**src/rtl/matmul_pkg.sv**
```systemverilog
// Shared constants and state encoding for the matmul result streamer.
package matmul_pkg;
  localparam int N      = 8;   // matrix dimension
  localparam int ELEM_W = 16;  // packed result element width
  localparam int OUT_W  = 32;  // streamed word width
  localparam int IDX_W  = 6;   // {row, col} index width

  typedef enum logic {
    IDLE   = 1'b0,
    STREAM = 1'b1
  } state_t;
endpackage

```
**src/rtl/matmul_result_streamer.sv**
```systemverilog
// Captures the NxN result matrix on a rising core_done and streams it out
// row-major, one sign-extended element per valid/ready handshake.
module matmul_result_streamer
  import matmul_pkg::*;
#(
  parameter int N      = matmul_pkg::N,
  parameter int ELEM_W = matmul_pkg::ELEM_W,
  parameter int OUT_W  = matmul_pkg::OUT_W
) (
  input  logic                  clk,
  input  logic                  rst,
  input  logic                  core_done,
  input  logic [N*N*ELEM_W-1:0] c_flat,
  output logic                  out_valid,
  input  logic                  out_ready,
  output logic [OUT_W-1:0]      out_data,
  output logic [IDX_W-1:0]      out_index,
  output logic                  out_last,
  output logic                  busy,
  output logic                  overrun,
  input  logic                  clr_overrun
);

  localparam int              CW       = N*N*ELEM_W;
  localparam logic [IDX_W-1:0] LAST_IDX = IDX_W'(N*N-1);

  state_t              r_state;
  state_t              w_state_nxt;
  logic                r_done_q;
  logic [CW-1:0]       r_cap;
  logic [IDX_W-1:0]    r_idx;
  logic                r_overrun;

  logic                w_cap;
  logic                w_valid;
  logic                w_xfer;
  logic                w_at_last;
  logic                w_wrap;
  logic                w_load;
  logic                w_drop;
  logic [ELEM_W-1:0]   w_elem;

  // done_q resets to 1 so a done level held through reset is not an edge.
  assign w_cap     = core_done & ~r_done_q;
  assign w_valid   = (r_state == STREAM);
  assign w_xfer    = w_valid & out_ready;
  assign w_at_last = (r_idx == LAST_IDX);
  assign w_wrap    = w_xfer & w_at_last;
  // A capture is taken in IDLE, or exactly on the final transfer (no bubble).
  assign w_load    = w_cap & ((r_state == IDLE) | w_wrap);
  // Any other capture during a stream is dropped and flagged.
  assign w_drop    = w_cap & (r_state == STREAM) & ~w_wrap;

  // State register.
  always_ff @(posedge clk or posedge rst) begin
    if (rst) r_state <= IDLE;
    else     r_state <= w_state_nxt;
  end

  // Next-state logic.
  always_comb begin
    w_state_nxt = r_state;
    case (r_state)
      IDLE:    if (w_cap) w_state_nxt = STREAM;
      STREAM:  if (w_wrap && !w_cap) w_state_nxt = IDLE;
      default: w_state_nxt = IDLE;
    endcase
  end

  // Capture register, index counter, edge detector and sticky overrun.
  always_ff @(posedge clk or posedge rst) begin
    if (rst) begin
      r_done_q  <= 1'b1;
      r_cap     <= '0;
      r_idx     <= '0;
      r_overrun <= 1'b0;
    end else begin
      r_done_q <= core_done;
      if (w_load) begin
        r_cap <= c_flat;
        r_idx <= '0;
      end else if (w_xfer) begin
        r_idx <= r_idx + 1'b1;
      end
      if (w_drop)           r_overrun <= 1'b1;
      else if (clr_overrun) r_overrun <= 1'b0;
    end
  end

  // Output mux straight off the capture register, so words hold while stalled.
  assign w_elem    = r_cap[int'(r_idx)*ELEM_W +: ELEM_W];
  assign out_data  = {{(OUT_W-ELEM_W){w_elem[ELEM_W-1]}}, w_elem};
  assign out_index = r_idx;
  assign out_valid = w_valid;
  assign out_last  = w_valid & w_at_last;
  assign busy      = w_valid;
  assign overrun   = r_overrun;

endmodule
```
**config.mk**
```make
export PLATFORM = sky130hd
export DESIGN_NAME = matmul_result_streamer
export DESIGN_NICKNAME = d
export VERILOG_FILES = /design/src/rtl/matmul_pkg.sv /design/src/rtl/matmul_result_streamer.sv
export SDC_FILE = /design/constraint.sdc
export NUM_CORES = 2
export LEC_CHECK = 0
export CORE_AREA = 2 2 415 417
export DETAILED_ROUTE_END_ITERATION = 10
export DIE_AREA = 0 0 417 419
export DONT_BUFFER_PORTS = 1
export GPL_TIMING_DRIVEN = 1
export SLEW_MARGIN = 20
export SYNTH_ARGS = -nofsm -noshare
export SYNTH_HDL_FRONTEND = slang
export SYNTH_SLANG_ARGS = --single-unit
```
**constraint.sdc**
```tcl
create_clock -name clk -period 33.4 [get_ports clk]
set_input_delay 1.67 -clock clk [delete_from_list [all_inputs] [get_ports clk]]
set_output_delay 1.67 -clock clk [all_outputs]
set_load 0.01 [all_outputs]
```
Word-level counts from Yosys, hierarchy flattened:

Cells that the tools add are included.

* RAM bits: 0
* ROM bits: 0
* memories: 0
* latch bits: 0
* output and inout bits: 42
* flip-flop bits (word level): 1033

* equal/unequal tests: 1
* shifts and indexed selects: 1
* bitwise gates (word level): 11
* add/sub/neg operators: 1
* muxes and demuxes: 7
* div/mod/pow operators: 0
* $lt $le $gt $ge: 0
* $mul: 0
* reduce and logical (&&, ||, !) cells: 4

Operator list (number)
* $shiftx 1024x11->16: 1
* $mux 6: 2
* $and 1x1->1: 7
* $add 6x1->6 const B: 1
* $eq 6x6->1 const B: 1
* $mux 1: 4
* $reduce_bool 2->1: 2
* $not 1->1: 3
* $pmux 1 s2: 1
* $logic_and 1x1->1: 1
* $logic_not 1->1: 1
* $or 1x1->1: 1

Depth between registers and ports, before layout:

* depth in word-level cells: 6
* mapped depth: 10
* mapped depth without buffers: 6

Least setup slack after synthesis:

OpenSTA, ideal clock, no wires.

* kind: register to output
* start: reg r_idx[0], in the netlist out_index[0]
* end: out out_data[16]
* required time: 31.730 ns
* slack: 29.377 ns
* path buffers: 4
* data arrival time: 2.353 ns
* cell stages (with the launch flop): 9
* path through: dfrtp_1 > buf_6 > buf_6 > buf_2 > mux4_2 > o21ai_0 > nand2_1 > and3_1 > buf_4

* cells in the longest elaborated chain, start to end: 1

RTL lines
* start, declared: RTL line matmul_result_streamer.sv:31 `logic [IDX_W-1:0] r_idx;`
* start signal, assigned: RTL line matmul_result_streamer.sv:83 `r_idx <= r_idx + 1'b1;`
* $shiftx 1024x11->16: RTL line matmul_result_streamer.sv:91 `assign w_elem = r_cap[int'(r_idx)*ELEM_W +: ELEM_W];`
* end, declared: RTL line matmul_result_streamer.sv:16 `output logic [OUT_W-1:0] out_data,`

Every way passes these cells.

Worst setup path after layout:

* start: reg r_idx[0], in the netlist out_index[0]
* end: out out_data[15]

The elaborated chain is that of the path after synthesis.

==> out/metrics.csv <==
stage,metric,value,unit
sta,final clock skew,32.5,ps
global_routing,pin count of the biggest net entering global routing,102,
global_routing,Top Usage Layer GRT,met2,
clocking,CTS tree,done,
setup_path,CP Capture Type,output port,
place,placed insts,4994,
finish,share of cells above drive strength 1,26.6,%
clocking,worst skew pair latency,760,ps
global_routing,first-pass GRT wire length,229,mm
min_path,Worst Hold Path Cells,1,
sta,Hold WS,478,ps
clocking,Max Root-Sink Buffers,3,
synth,Avg Synthesized Cell Area,16.0,sq um
sta,Final setup viols,0,
run_status,status,"finished, final reports clean",
global_routing,GRT met1 Usage,22.0,%
sta,Worst slew margin,28.3,%
synth,synth unique cells,42,
clocking,post-CTS sizing,0,
pwr,Combinational Power Share,30.6,%
pwr,power per cell area,79.0,nW/um^2
setup_path,Setup Crit Path Kind,flop to output port,
floorplanning,I/O pin count,1071,
clocking,H-Tree Depth,3,
pwr,Sw Pwr,1.45,mW
setup_path,critical path's largest stage delay,890,ps
floorplanning,Die ar.,175000,sq um
synth,post-synthesis cell area,46900,sq um
floorplanning,initial core utilization,27.5,%
sta,unrepaired setup endpoints after global routing,false,
route,final wirelength,170,mm
setup_path,R2R cell count,11,
place,PortBufs,0,
global_routing,GR Util met2,32.5,%
route,drt first pass iters,5,
min_path,worst hold start,r_cap[754],
floorplanning,Core Area,171000,sq um
sta,Final TNS setup,0,ps
route,vias per std cell,5.03,
clocking,postcts setup bufs,0,
setup_path,Reg2Reg Setup Slack,25930,ps
min_path,Hold Path Class,flop to flop,
sta,f_max,0.131,GHz
finish,synthesis-to-layout area growth,11.5,%
setup_path,"Critical Path, Cell by Cell",buf_4 -> buf_4 -> buf_4 -> mux4_2 -> nor2b_1 -> a211oi_1 -> nor3_1 -> and3_2,
setup_path,"most used cell, CP",buf_4,
route,WL per Instance,32.2,um
finish,register area,25900,sq um
setup_path,CP Max Fanout,41,
global_routing,Overflow after GRT,0,
place,dpl hpwl,133,mm
finish,# nets final,3907,
floorplanning,Chip Height,419,um
global_routing,initial antenna violation count,203,
setup_path,FF-to-FF End,r_cap[214],
synth,Cells after Synth,2930,
route,DR DRC count,0,
sta,Setup WS post-layout,25760,ps
finish,multi-input logic area,19300,sq um
setup_path,FF-to-FF Start,out_index[0],
place,Final GP Congestion,0.883,
synth,"EDFF count, synth",0,
pwr,clock group share of total power,30.4,%
synth,Post-synth top flop,dfrtp_1,
clocking,Num CTS Buffers,114,
pwr,Internal Power,2.68,mW
clocking,Worst-path clk slew,60,ps
global_routing,vias in the first global route,27400,
floorplanning,Die Width,417,um
setup_path,Crit-path slowest cell,dfrtp_4,
clocking,hold buffers post-CTS,0,
min_path,Hold Path End,r_cap[754],
sta,Tcrit/Tclk final,22.9,%
sta,"Hold Vio Cnt, Final",0,
place,post-place setup slack,25870,ps
global_routing,Total GRT Usage,19.0,%
route,1st-iter DRT viols,2007,
route,via count,26600,
clocking,CTS sink count,1033,
route,antenna-violating nets left,0,
pwr,Leak,22.0,nW
run,number of max-cap violations,0,
sta,crit path time final,7640,ps
synth,sequential area share after synthesis,55.1,%
synth,"FFs w/ async S/R, synth",100,%
synth,Synth Net Count,3960,
setup_path,CP startpoint kind,flop,
pwr,Switching Fraction,35.2,%
synth,"FF+latch count, synth",1033,
finish,Non-Filler Instances,5287,
setup_path,Worst Path Required,31730,ps
sta,measured slew at the worst slew-check pin,1080,ps
setup_path,Worst Setup SP,out_index[0],
sta,Slew Limit Fails,0,
floorplanning,row count,152,
setup_path,worst path arrival time,5970,ps
finish,FILL cells,16800,
pwr,maximum vdd drop,0.0000469,V
pwr,sequential share of power,39.1,%
synth,synth warn,0,
global_routing,global routing usage on met3,5.94,%
clocking,clk root buf,clkbuf_16,
## logic make-up (layout without fill, tap and decap cells)
family / after synthesis / count (layout) / synth area share (%)
buf+inv: 231 / 268 / 3.92
xor+xnor: 5 / 5 / 0.0933
mux: 1328 / 1328 / 36.6
simple gates: 153 / 153 / 1.68
other cells: 0 / 87 / 0
fa+ha+maj: 1 / 1 / 0.0267
compound gates: 179 / 179 / 2.60
flops: 1033 / 1033 / 55.1
## routing by layer
layer	share of wire (%)	up-vias
met2	51	1151
met3	7.0	463
met5	0.33	-
li1	-	11000
met1	38	13900
met4	4.1	90
## worst max path at each step
stage	endpoint	slack, ps	cells after the start
2_1_floorplan	busy	2660	1
3_3_place_gp	r_cap[218]	25900	8
3_5_place_dp	r_cap[155]	25870	8
4_1_cts	out_data[15]	25170	8
5_1_grt	out_data[15]	24920	8
6_report	out_data[15]	25760	8
## cell usage in the layout, fill, tap and decap left out, types with 17 or more instances in the layout
cell / count
clkbuf_16: 116
nor2b_1: 17
buf_4: 58
mux2_1: 694
a22oi_1: 49
nand2_1: 56
mux2_2: 330
dfrtp_1: 1026
mux4_2: 208
mux2i_1: 96
o22ai_1: 33
a21oi_1: 18
diode_2: 87
clkbuf_8: 27
clkbuf_1: 32
## cell usage after synthesis, types with 2 or more instances
master    instances  area share, %
mux4_2          208             10
buf_6            67            1.6
nand2_1          56           0.45
mux2_2          330            7.9
and2_1            2          0.027
a31oi_1          15           0.20
nor2_1           11          0.088
nand2b_1          4          0.053
o22ai_1          33           0.44
buf_1             2          0.016
nor3_1           16           0.17
xnor2_1           2          0.037
mux2i_1          96            2.0
xor2_1            3          0.056
nor2b_1          18           0.24
inv_1             2          0.016
clkbuf_1         41           0.33
a22o_1           15           0.28
dfrtp_1        1032             55
mux2_1          694             17
a21boi_0         15           0.24
nor3b_1           2          0.032
nand3_1           5          0.053
o21ai_0          16           0.17
a211oi_1         16           0.26
a22oi_1          49           0.78
buf_2            38           0.41
nand4_1          16           0.21
buf_4            65            1.0
buf_8            16           0.51
and3_1           17           0.23
a21oi_1          18           0.19
## critical path: cells and delay by family, from the launching register on
kind / cells / cell delay (ps)
AO/OA/AOI/OAI: 1 / 90
buffers and inverters: 3 / 2240
flip-flops: 1 / 890
multiplexers: 1 / 340
AND/OR/NAND/NOR: 3 / 1470
## sequential cells by signal, summed over array words and instances, names as in the netlist
name,cells
r_done_q,1
r_cap,1024
out_index,6
busy,1
overrun,1
## cell type report
| class | count | share of cell area [%] |
|---|---|---|
| antenna | 87 | 0.416 |
| clock buffer | 175 | 6.49 |
| clock inverter | 31 | 0.543 |
| inverter | 2 | 0.0287 |
| multi-input combinational | 1666 | 36.8 |
| sequential | 1033 | 49.5 |
| tap | 2233 | 5.34 |
| timing repair buffer | 60 | 0.892 |
## metrics by stage
stage          util [%]  total power [mW]  area, sq um
3_5_place_dp       28.4              2.96        48400
3_3_place_gp       28.4              2.94        48400
4_1_cts            30.5              4.23        52100
2_1_floorplan         -              2.42        46900
5_1_grt            30.6              4.34        52200
6_report           30.7              4.13        52300
## power by group through the flow
stage / registers [mW] / clock network [mW] / logic, mW
final: 1.61 / 1.25 / 1.26
after global routing: 1.64 / 1.34 / 1.36
after CTS: 1.61 / 1.29 / 1.33
after detailed placement: 1.63 / 0 / 1.32
after global placement: 1.63 / 0 / 1.31
after floorplan: 1.54 / 0 / 0.884
Note: power is estimated with default switching activity, not from simulation.
